==> src/rtl/video_frame_mux.sv <==
`default_nettype none
// video_frame_mux: frame-synchronous 2:1 AXI4-Stream video selector (rev 1.0).
// Source switches land only on start-of-frame beats; the unselected source is always drained.
module video_frame_mux #(
  parameter int TDATA_WIDTH = 30,
  parameter int CNT_WIDTH   = 16,
  parameter int TID_WIDTH   = 2,
  parameter int TDEST_WIDTH = 2,
  parameter int KEEP_WIDTH  = (TDATA_WIDTH + 7) / 8
) (
  input  logic                   clk_i,
  input  logic                   rst_i,
  input  logic                   video0_tvalid_i,
  output logic                   video0_tready_o,
  input  logic [TDATA_WIDTH-1:0] video0_tdata_i,
  input  logic [KEEP_WIDTH-1:0]  video0_tstrb_i,
  input  logic [KEEP_WIDTH-1:0]  video0_tkeep_i,
  input  logic [TID_WIDTH-1:0]   video0_tid_i,
  input  logic [TDEST_WIDTH-1:0] video0_tdest_i,
  input  logic                   video0_tlast_i,
  input  logic                   video0_tuser_i,
  input  logic                   video1_tvalid_i,
  output logic                   video1_tready_o,
  input  logic [TDATA_WIDTH-1:0] video1_tdata_i,
  input  logic [KEEP_WIDTH-1:0]  video1_tstrb_i,
  input  logic [KEEP_WIDTH-1:0]  video1_tkeep_i,
  input  logic [TID_WIDTH-1:0]   video1_tid_i,
  input  logic [TDEST_WIDTH-1:0] video1_tdest_i,
  input  logic                   video1_tlast_i,
  input  logic                   video1_tuser_i,
  output logic                   video_tvalid_o,
  input  logic                   video_tready_i,
  output logic [TDATA_WIDTH-1:0] video_tdata_o,
  output logic [KEEP_WIDTH-1:0]  video_tstrb_o,
  output logic [KEEP_WIDTH-1:0]  video_tkeep_o,
  output logic [TID_WIDTH-1:0]   video_tid_o,
  output logic [TDEST_WIDTH-1:0] video_tdest_o,
  output logic                   video_tlast_o,
  output logic                   video_tuser_o,
  input  logic                   sel_i,
  output logic                   active_src_o,
  output logic                   locked_o,
  output logic [CNT_WIDTH-1:0]   frame_cnt_o
);

  typedef enum logic [0:0] {WAIT_SOF = 1'b0, PASS = 1'b1} state_t;

  state_t                 state_q, state_d;
  logic                   active_src_q, active_src_d;
  logic [CNT_WIDTH-1:0]   frame_cnt_q, frame_cnt_d;
  logic                   out_tvalid_q, out_tvalid_d;
  logic                   out_tlast_q, out_tlast_d;
  logic                   out_tuser_q, out_tuser_d;
  logic [TDATA_WIDTH-1:0] out_tdata_q, out_tdata_d;
  logic [KEEP_WIDTH-1:0]  out_tstrb_q, out_tstrb_d;
  logic [KEEP_WIDTH-1:0]  out_tkeep_q, out_tkeep_d;
  logic [TID_WIDTH-1:0]   out_tid_q, out_tid_d;
  logic [TDEST_WIDTH-1:0] out_tdest_q, out_tdest_d;

  logic                   s_tvalid, s_tlast, s_tuser, s_tready;
  logic [TDATA_WIDTH-1:0] s_tdata;
  logic [KEEP_WIDTH-1:0]  s_tstrb, s_tkeep;
  logic [TID_WIDTH-1:0]   s_tid;
  logic [TDEST_WIDTH-1:0] s_tdest;
  logic                   out_rdy, load;

  always_comb begin
    if (active_src_q) begin
      s_tvalid = video1_tvalid_i; s_tdata = video1_tdata_i; s_tstrb = video1_tstrb_i;
      s_tkeep  = video1_tkeep_i;  s_tid   = video1_tid_i;   s_tdest = video1_tdest_i;
      s_tlast  = video1_tlast_i;  s_tuser = video1_tuser_i;
    end else begin
      s_tvalid = video0_tvalid_i; s_tdata = video0_tdata_i; s_tstrb = video0_tstrb_i;
      s_tkeep  = video0_tkeep_i;  s_tid   = video0_tid_i;   s_tdest = video0_tdest_i;
      s_tlast  = video0_tlast_i;  s_tuser = video0_tuser_i;
    end
  end

  always_comb begin
    out_rdy      = !out_tvalid_q || video_tready_i;
    state_d      = state_q;
    active_src_d = active_src_q;
    s_tready     = out_rdy;
    load         = 1'b0;
    case (state_q)
      WAIT_SOF: begin
        // Non-SOF beats are swallowed; only an SOF waits on the output stage.
        s_tready = (s_tvalid && s_tuser) ? out_rdy : 1'b1;
        load     = s_tvalid && s_tuser && out_rdy;
        if (load) state_d = PASS;
        else      active_src_d = sel_i;
      end
      PASS: begin
        if (s_tvalid && s_tuser && (sel_i != active_src_q)) begin
          // Hold the new frame's SOF back and hand ownership over immediately.
          s_tready     = 1'b0;
          state_d      = WAIT_SOF;
          active_src_d = sel_i;
        end else begin
          load = s_tvalid && out_rdy;
        end
      end
      default: state_d = WAIT_SOF;
    endcase
  end

  always_comb begin
    out_tvalid_d = out_tvalid_q;
    out_tlast_d  = out_tlast_q;
    out_tuser_d  = out_tuser_q;
    out_tdata_d  = out_tdata_q;
    out_tstrb_d  = out_tstrb_q;
    out_tkeep_d  = out_tkeep_q;
    out_tid_d    = out_tid_q;
    out_tdest_d  = out_tdest_q;
    frame_cnt_d  = frame_cnt_q;
    if (out_rdy) out_tvalid_d = load;
    if (load) begin
      out_tlast_d = s_tlast; out_tuser_d = s_tuser; out_tdata_d = s_tdata;
      out_tstrb_d = s_tstrb; out_tkeep_d = s_tkeep; out_tid_d   = s_tid;
      out_tdest_d = s_tdest;
      if (s_tuser) frame_cnt_d = frame_cnt_q + {{(CNT_WIDTH-1){1'b0}}, 1'b1};
    end
  end

  always_ff @(posedge clk_i or posedge rst_i) begin
    if (rst_i) begin
      state_q      <= WAIT_SOF;
      active_src_q <= 1'b0;
      frame_cnt_q  <= '0;
      out_tvalid_q <= 1'b0;
      out_tlast_q  <= 1'b0;
      out_tuser_q  <= 1'b0;
      out_tdata_q  <= '0;
      out_tstrb_q  <= '0;
      out_tkeep_q  <= '0;
      out_tid_q    <= '0;
      out_tdest_q  <= '0;
    end else begin
      state_q      <= state_d;
      active_src_q <= active_src_d;
      frame_cnt_q  <= frame_cnt_d;
      out_tvalid_q <= out_tvalid_d;
      out_tlast_q  <= out_tlast_d;
      out_tuser_q  <= out_tuser_d;
      out_tdata_q  <= out_tdata_d;
      out_tstrb_q  <= out_tstrb_d;
      out_tkeep_q  <= out_tkeep_d;
      out_tid_q    <= out_tid_d;
      out_tdest_q  <= out_tdest_d;
    end
  end

  assign video0_tready_o = active_src_q ? 1'b1 : s_tready;
  assign video1_tready_o = active_src_q ? s_tready : 1'b1;
  assign video_tvalid_o  = out_tvalid_q;
  assign video_tdata_o   = out_tdata_q;
  assign video_tstrb_o   = out_tstrb_q;
  assign video_tkeep_o   = out_tkeep_q;
  assign video_tid_o     = out_tid_q;
  assign video_tdest_o   = out_tdest_q;
  assign video_tlast_o   = out_tlast_q;
  assign video_tuser_o   = out_tuser_q;
  assign active_src_o    = active_src_q;
  assign locked_o        = (state_q == PASS);
  assign frame_cnt_o     = frame_cnt_q;

endmodule
`default_nettype wire

==> config.mk <==
export PLATFORM = sky130hd
export DESIGN_NAME = video_frame_mux
export DESIGN_NICKNAME = d
export VERILOG_FILES = /design/src/rtl/video_frame_mux.sv
export SDC_FILE = /design/constraint.sdc
export NUM_CORES = 1
export LEC_CHECK = 0
export ABC_AREA = 1
export CORE_MARGIN = 5
export CORE_UTILIZATION = 39
export DETAILED_ROUTE_END_ITERATION = 10
export GPL_TIMING_DRIVEN = 0
export PLACE_DENSITY_LB_ADDON = 0.2
export SKIP_CTS_REPAIR_TIMING = 1
export SLEW_MARGIN = 15
export SYNTH_ARGS = -nofsm -noshare
export SYNTH_HDL_FRONTEND = slang
export SYNTH_SLANG_ARGS = --single-unit
==> constraint.sdc <==
create_clock -name clk_i -period 2.4 [get_ports clk_i]
set_clock_uncertainty 0.15 [all_clocks]
set_input_delay 0.48 -clock clk_i [delete_from_list [all_inputs] [get_ports clk_i]]
set_output_delay 0.48 -clock clk_i [all_outputs]
set_load 0.1 [all_outputs]
==> metrics.yaml, run 1 <==
run_status:
  outcome: "finished, violations left"
  violations: "negative setup slack"
global_route:
  grt_usage_pct: 18.97
  grt_pass1_vias: 3641
  overflow: 0
  antenna_found_initial: 0
  grt_max_degree: 51
  grt_pass1_wl_um: 17060
routing:
  wl_per_cell_um: 13.39
  vias_per_cell: 4.770
  postRouteAntennaNets: 0
  firstDrtPassIters: 4
  drtIter0Drc: 93
  via_count: 3783
  drc: 0
  wirelength_um: 10620
worst_setup_path:
  critical_path_class: "primary input to primary output"
  crit_path_max_fanout: 4
  r2r_slack_ns: 0.57
  r2r_start: "active_src_o"
  cp.arrival_ns: 1.84
  cp-end-kind: "primary output"
  start_kind: "primary input"
  reg2reg_to: "frame_cnt_o[15]"
  reg2reg_depth: 11
  required_ns: 1.77
final_layout:
  fillers: 752
  fin_area_um2: 5704
  area_growth_pct: 63.17
  antennaDiodeCount: 0
  final_core_util_pct: 65.41
  nNetsFinal: 775
  layout-drive-gt1-share_pct: 8.467
placed_design:
  port_buffers: 158
  placed_area_um2: 5264
  place_hpwl_um: 8087
  place.gp.congestion: 0.8390
synthesis:
  synth_area_leaders: "dfrtp_1 (45%), nand2_1 (32%), nand3_1 (7.6%)"
  synth_mux_area_share_pct: 0
  yosysTopAreaCell: "dfrtp_1"
  synth_compound_area_share_pct: 1.074
  postSynthCellCount: 506
  avgSynthCellArea_um2: 6.909
  yosysSeqAreaShare_pct: 45.10
  synth-simple-area-share_pct: 45.20
  synth_top_family_by_area: "simple AND/OR/NAND/NOR gates"
  synth_seq_cells: 63
  synth-warning-count: 0
  synth_cell_types: 23
  synth_top_cell_area_share_pct: 45.10
  synthAdderAreaFrac_pct: 0.3579
  syn_nets: 601
  syn_area_um2: 3496
  synthXorXnorAreaFrac_pct: 2.004
sta:
  setup_viol: 2
  setup_slack_ns: -0.06505
  slew_violations: 0
  worstMarginPinSlew_ns: 1.016
  fin_setup_tns_ns: -0.1213
  slew_headroom_pct: 32.18
  period_share_pct: 102.7
  rsz0062_at_grt: "true"
  finalCriticalPeriod_ns: 2.465
  clock.fmax_ghz: 0.4057
  hold_viol: 0
  whs_ns: 0.2600
power_and_ir_drop:
  max-vdd-ir-drop_mv: 0.9734
  p_seq_share_pct: 19.7
  p_switching_mw: 5.232
  pwr-share-clk_pct: 10.7
  powerDensity_nw_per_um2: 1535
  p_leak_nw: 3.608
  power_mw: 8.754
  internal_power_mw: 3.522
  swShare_pct: 59.77
  p_comb_share_pct: 69.7
floorplan:
  dieWidth_um: 104.7
  initial_core_util_pct: 40.09
  core-area_um2: 8721
  die-area_um2: 10960
  row_count: 34
  io_pins: 159
  die_y_um: 104.7
worst_hold_path:
  holdCritPathClass: "primary input to asynchronous set/reset pin"
clock_network:
  clockRootBuffer: "clkbuf_8"
  cts.sinks: 63
  tritoncts: "yes"
  numCtsBuffers: 9
  clockBufferDepth: 2
  path_clk_slew_ns: 0.07
  cts_max_level: 3
  clk_latency_ns: 0.34
job:
  max-cap-violations: 0
power by group through the flow:
| stage | logic, mW | registers, mW | clock network, mW |
|---|---|---|---|
| 6_report | 6.10 | 1.72 | 0.933 |
| 5_1_grt | 6.47 | 1.78 | 1.02 |
| 4_1_cts | 6.06 | 1.74 | 0.959 |
| 3_5_place_dp | 6.05 | 1.75 | 0 |
| 3_3_place_gp | 6.00 | 1.74 | 0 |
| 2_1_floorplan | 1.67 | 4.61 | 0 |
metal layers:
metal  wire length [um]  share of wire (%)  global-route usage, %
met3                736                6.9                  7.152
met2               5380                 51                  31.54
met4                139                1.3                  5.845
met5                  0                  0                      0
met1               4362                 41                  22.87
cell type report:
cell class              count  area (um2)  share of cell area, %
repair buffers            163        1819                  31.89
multi-input cells         400        1743                  30.55
flip-flops and latches     63        1580                  27.70
plain buffers              27       162.7                  2.852
clock buffers              13       158.9                  2.786
well taps                 108       135.1                  2.369
inverters                  16       62.56                  1.097
clock inverters             3       42.54                 0.7458
cells by family (layout without fill, tap and decap cells):
family	Yosys count	count (layout)
adders and majority gates	1	1
DFF	63	63
buffers and inverters	43	222
and+or+nand+nor	384	384
xor gates and xnor gates	8	8
AOI/OAI and AO/OA	7	7
how the worst max path moves through the flow:
stage	to	startpoint	slack (ns)	cells past startpoint
6_report	video0_tready_o	video0_tvalid_i	-0.07	9
5_1_grt	video0_tready_o	active_src_o	-0.16	10
4_1_cts	video0_tready_o	active_src_o	-0.98	9
3_3_place_gp	locked_o	rst_i	-1.16	2
3_5_place_dp	video0_tready_o	sel_i	-0.97	8
2_1_floorplan	video1_tready_o	active_src_o	0.002	8
sequential cells by signal, summed over array words and instances (netlist names):
signal,cells
video_tvalid_o,1
video_tlast_o,1
locked_o,1
active_src_o,1
frame_cnt_o,16
video_tkeep_o,4
video_tid_o,2
video_tdest_o,2
video_tstrb_o,4
video_tuser_o,1
video_tdata_o,30
per-stage QoR:
step,setup slack (ns),instances
5_1_grt,-0.1619,793
3_5_place_dp,-0.9732,773
6_report,-0.06505,793
2_1_floorplan,0.001573,506
3_3_place_gp,-1.160,772
4_1_cts,-0.9829,789
cells in the final DEF (no fill, tap or decap), types with 2 or more instances in the layout:
cell,count
clkdlybuf4s50_1,92
nand4_1,6
o21ai_1,3
buf_12,2
xor2_1,3
xnor2_1,5
inv_1,12
nand2_2,2
nor2_4,2
buf_6,3
dfrtp_1,60
nand2_1,294
nand3_1,53
dlymetal6s2s_1,64
buf_4,8
clkbuf_8,11
o21ai_0,3
nand2_4,5
dfrtp_2,3
nor2_1,18
clkbuf_1,11
buf_2,10
inv_2,3
worst max-delay path, stage by stage:
cell	delay, ns
clkdlybuf4s50_1	0.50
nand2_4	0.06
nand2_4	0.07
nand2_4	0.07
nor2_4	0.16
nor2_8	0.06
nor2_4	0.17
nand2_4	0.07
buf_12	0.18
cells in the mapped netlist, drive strengths merged:
cell,count
ha,1
nand2,302
nand4,6
nand3b,1
xnor2,5
dfrtp,63
buf,18
inv,16
o21ai,6
o21a,1
nor2,21
xor2,3
nand3,54
clkbuf,9
No activity file was read; power rests on OpenSTA's default activity.
==> run 2: changes to the inputs <==
--- a/config.mk
+++ b/config.mk
@@ -8,8 +8,9 @@
 export ABC_AREA = 1
 export CORE_MARGIN = 5
 export CORE_UTILIZATION = 39
+export CTS_BUF_LIST = sky130_fd_sc_hd__clkbuf_2
 export DETAILED_ROUTE_END_ITERATION = 10
-export GPL_TIMING_DRIVEN = 0
+export GPL_TIMING_DRIVEN = 1
 export PLACE_DENSITY_LB_ADDON = 0.2
 export SKIP_CTS_REPAIR_TIMING = 1
 export SLEW_MARGIN = 15
==> run 2 against run 1 <==
Net effect:
- the run still ends with negative setup slack left
- flip-flop and latch count unchanged
- non-clock buffer count decreased by 20
- worst setup slack got worse by 0.023 ns
- die area unchanged
- critical path depth unchanged
- utilization decreased by 5.8 points
- first-iteration DRC count increased by 35%
- via count decreased by 2.8%
- sequential share of layout area increased by 2.7 points
- global-route usage decreased by 0.66 points
- final area decreased by 8.9%
- highest routed layer unchanged
==> metrics.yaml, run 2 (synthesis results as in run 1) <==
floorplan:
  initial_core_util_pct: 40.09
  dieWidth_um: 104.7
  row_count: 34
  die-area_um2: 10960
  die_y_um: 104.7
  core-area_um2: 8721
  io_pins: 159
placed_design:
  port_buffers: 158
  place.gp.congestion: 0.8605
  placed_area_um2: 5066
  place_hpwl_um: 7539
clock_network:
  clockBufferDepth: 2
  tritoncts: "yes"
  numCtsBuffers: 9
  cts.sinks: 63
  clk_latency_ns: 0.45
  cts_max_level: 3
  path_clk_slew_ns: 0.18
  clockRootBuffer: "clkbuf_2"
worst_setup_path:
  required_ns: 1.77
  start_kind: "primary input"
  crit_path_max_fanout: 3
  r2r_start: "active_src_o"
  reg2reg_depth: 9
  cp.arrival_ns: 1.86
  reg2reg_to: "video_tdest_o[0]"
  critical_path_class: "primary input to primary output"
  crit_path_end: "video0_tready_o"
  r2r_slack_ns: 0.31
  cp-end-kind: "primary output"
  cp-startpoint: "sel_i"
global_route:
  grt_usage_pct: 18.31
  antenna_found_initial: 0
  grt_pass1_vias: 3585
  grt_pass1_wl_um: 16950
  overflow: 0
  grt_max_degree: 64
sta:
  rsz0062_at_grt: "true"
  finalCriticalPeriod_ns: 2.488
  period_share_pct: 103.7
  slew_headroom_pct: 68.23
  setup_slack_ns: -0.08819
  hold_viol: 0
  setup_viol: 2
  worstMarginPinSlew_ns: 0.4766
  slew_violations: 0
  clock.fmax_ghz: 0.4019
final_layout:
  layout-drive-gt1-share_pct: 16.54
  fin_area_um2: 5197
  antennaDiodeCount: 0
  final_cell_mix: "nand2_1 (294), clkdlybuf4s50_1 (93), buf_4 (72), dfrtp_1 (60), nand3_1 (53)"
  seq_area_um2: 1580
  nNetsFinal: 755
  fillers: 812
  final_common_cell: "nand2_1"
  largest_reg_flops: 30
  multiInputGateArea_um2: 1739
  final_core_util_pct: 59.60
  area_growth_pct: 48.68
routing:
  vias_per_cell: 4.755
  postRouteAntennaNets: 0
  wirelength_um: 10000
  wl_per_cell_um: 12.94
  drtIter0Drc: 126
  via_count: 3676
  drc: 0
  firstDrtPassIters: 4
job:
  max-cap-violations: 0
worst_hold_path:
  holdCritPathClass: "primary input to asynchronous set/reset pin"
run_status:
  violations: "negative setup slack"
  outcome: "finished, violations left"
## run 2: area by class of cell
cell class	instances	share of cell area, %
clock buffers	9	0.8666
clock inverters	7	1.228
inverters	16	1.204
multi-input cells	400	33.46
flip-flops and latches	63	30.40
well taps	108	2.600
repair buffers	170	30.24
## run 2: per-stage QoR
step                setup slack [ns]  hold slack [ns]  TNS (ns)  std cells
finish                      -0.08819           0.2233   -0.1684        773
detailed placement           -0.1470           0.3103    -5.589        757
global route                 -0.2184           0.1802   -0.4279        773
floorplan                   0.001573           0.4725         0        506
global placement            -0.09973           0.3059    -4.318        757
CTS                          -0.2032           0.1831   -0.4007        773
## run 2: worst min path at each step
stage	from	to	slack [ns]	cells after the start
floorplan	sel_i	active_src_o	0.47	2
global placement	video_tstrb_o[0]	video_tstrb_o[0]	0.31	2
detailed placement	video_tdata_o[10]	video_tdata_o[10]	0.31	2
CTS	rst_i	video_tdata_o[13]	0.18	3
global route	rst_i	video_tdata_o[13]	0.18	3
finish	rst_i	video_tdata_o[13]	0.22	3
## run 2: per-layer routing
| metal | GRT usage [%] | vias up | part of all wire [%] |
|---|---|---|---|
| li1 | - | 1875 | - |
| met1 | 22.48 | 1679 | 42 |
| met2 | 30.36 | 110 | 49 |
| met3 | 6.227 | 12 | 7.6 |
| met4 | 5.845 | 0 | 1.5 |
| met5 | 0 | - | 0 |
## run 2: worst max-delay path, cell delays in order
cell             delay [ns]
clkdlybuf4s50_1        0.50
inv_1                  0.06
nand2_1                0.11
nand3_2                0.11
nor2_4                 0.15
nor2_8                 0.05
nor2_4                 0.17
nand2_4                0.07
buf_12                 0.17
Power of run 2 is left out: the tool's default activity adds up to more than one toggle a clock period on the data nets, which glitch-free logic cannot reach.
==> run 3: changes to the inputs <==
--- a/config.mk
+++ b/config.mk
@@ -7,7 +7,7 @@
 export LEC_CHECK = 0
 export ABC_AREA = 1
 export CORE_MARGIN = 5
-export CORE_UTILIZATION = 39
+export CORE_UTILIZATION = 35
 export CTS_BUF_LIST = sky130_fd_sc_hd__clkbuf_2
 export DETAILED_ROUTE_END_ITERATION = 10
 export GPL_TIMING_DRIVEN = 1
==> run 3 against run 2 <==
Net effect:
- the run still ends with negative setup slack left
- critical path depth unchanged
- first-iteration DRC count increased by 65%
- highest routed layer unchanged
- critical path type is now register to primary output
- flip-flop and latch count unchanged
- worst setup slack got worse by 0.046 ns
- sequential share of layout area decreased by 0.46 points
- die area increased by 10%
- register-to-register slack got worse by 0.11 ns
- clock-buffer cell count unchanged
- utilization decreased by 5.6 points
- via count decreased by 0.22%
- final cell count increased by 4.1%
==> metrics.yaml, run 3 (synthesis results as in run 1) <==
final_layout:
  layout-drive-gt1-share_pct: 17.71
  fin_area_um2: 5278
  final_cell_mix: "nand2_1 (293), clkdlybuf4s50_1 (93), buf_4 (79), dfrtp_1 (60), nand3_1 (53)"
  largest_reg_flops: 30
  antennaDiodeCount: 0
  area_growth_pct: 50.97
  final_common_cell: "nand2_1"
  nNetsFinal: 762
  fillers: 971
floorplan:
  die_y_um: 109.9
  dieWidth_um: 109.9
  core-area_um2: 9774
  io_pins: 159
  initial_core_util_pct: 35.77
  die-area_um2: 12090
  row_count: 36
sta:
  fin_setup_tns_ns: -0.2598
  rsz0062_at_grt: "true"
  hold_viol: 0
  clock.fmax_ghz: 0.3947
  setup_viol: 2
  setup_slack_ns: -0.1337
  slew_headroom_pct: 67.58
  slew_violations: 0
  period_share_pct: 105.6
  worstMarginPinSlew_ns: 0.4863
  finalCriticalPeriod_ns: 2.534
routing:
  firstDrtPassIters: 4
  wl_per_cell_um: 12.68
  vias_per_cell: 4.557
  postRouteAntennaNets: 0
  wirelength_um: 10200
  drc: 0
  via_count: 3668
  drtIter0Drc: 208
global_route:
  antenna_found_initial: 0
  grt_pass1_wl_um: 16260
  grt_max_degree: 64
  overflow: 0
  grt_usage_pct: 16.92
  grt_pass1_vias: 3424
clock_network:
  clockRootBuffer: "clkbuf_2"
  clk_latency_ns: 0.46
  cts_max_level: 3
  numCtsBuffers: 9
  cts.sinks: 63
  tritoncts: "yes"
  clockBufferDepth: 2
  path_clk_slew_ns: 0.20
job:
  max-cap-violations: 0
worst_setup_path:
  cp.arrival_ns: 1.90
  worstPathCellList: "inv_4, nand2_2, nand2_2, nand2_4, nor2_4, nor2_8, nor2_4, nand2_4, buf_12"
  critical_path_class: "register to primary output"
  cpMaxStageDelayCell: "dfrtp_2"
  critical_path_buf_inv_count: 2
  required_ns: 1.77
  cpPeakStageDelay_ns: 0.52
  cpLargestDelayFamily: "simple AND/OR/NAND/NOR gates"
  start_kind: "register"
  crit_path_max_fanout: 8
  cp-end-kind: "primary output"
placed_design:
  placed_area_um2: 5092
  dpl_worst_slack_ns: -0.1606
  port_buffers: 158
  place_hpwl_um: 7645
  place.gp.congestion: 0.8187
run_status:
  outcome: "finished, violations left"
  violations: "negative setup slack"
worst_hold_path:
  holdCritPathClass: "primary input to asynchronous set/reset pin"
## run 3: stage by stage
stage / utilization [%] / hold WS (ns) / std cells
floorplan: - / 0.4725 / 506
global placement: 52.10 / 0.3054 / 783
detailed placement: 52.10 / 0.3098 / 783
CTS: 53.21 / 0.1891 / 799
global route: 53.99 / 0.2079 / 805
finish: 53.99 / 0.2250 / 805
## run 3: layout make-up
| class | instances | area, um2 | area share, % |
|---|---|---|---|
| Multi-Input combinational cell | 400 | 1744 | 33.05 |
| Timing Repair Buffer | 177 | 1615 | 30.61 |
| Sequential cell | 63 | 1580 | 29.94 |
| Tap cell | 133 | 166.4 | 3.153 |
| Clock inverter | 7 | 63.81 | 1.209 |
| Inverter | 16 | 62.56 | 1.185 |
| Clock buffer | 9 | 45.04 | 0.8535 |
## run 3: worst reg2reg max path: stages, from the launching register on
cell     delay [ns]
dfrtp_2        0.52
buf_6          0.16
nand2_4        0.05
nand2_2        0.06
nand2_4        0.09
nor2_4         0.05
nor2_8         0.09
buf_4          0.43
nand2_8        0.30
nand2_1        0.13
nand2_1        0.06
## run 3: path summary, 6_finish.rpt
| path | startpoint | to | slack (ns) | depth (start not counted) |
|---|---|---|---|---|
| max | active_src_o | video0_tready_o | -0.13 | 9 |
| min | rst_i | video_tdata_o[16] | 0.23 | 3 |
| max reg2reg | active_src_o | video_tdata_o[9] | 0.20 | 10 |
| min reg2reg | video_tstrb_o[1] | video_tstrb_o[1] | 0.35 | 2 |
| max in group asynchronous | rst_i | video_tvalid_o | 1.55 | 3 |
| min in group clk_i | video_tstrb_o[1] | video_tstrb_o[1] | 0.35 | 2 |
## run 3: layer usage
metal	track usage [%]	routed length, um
met1	21.61	4297
met2	28.03	5056
met3	4.287	676
met4	5.254	173
met5	0	0
Power of run 3 is left out for the same reason.
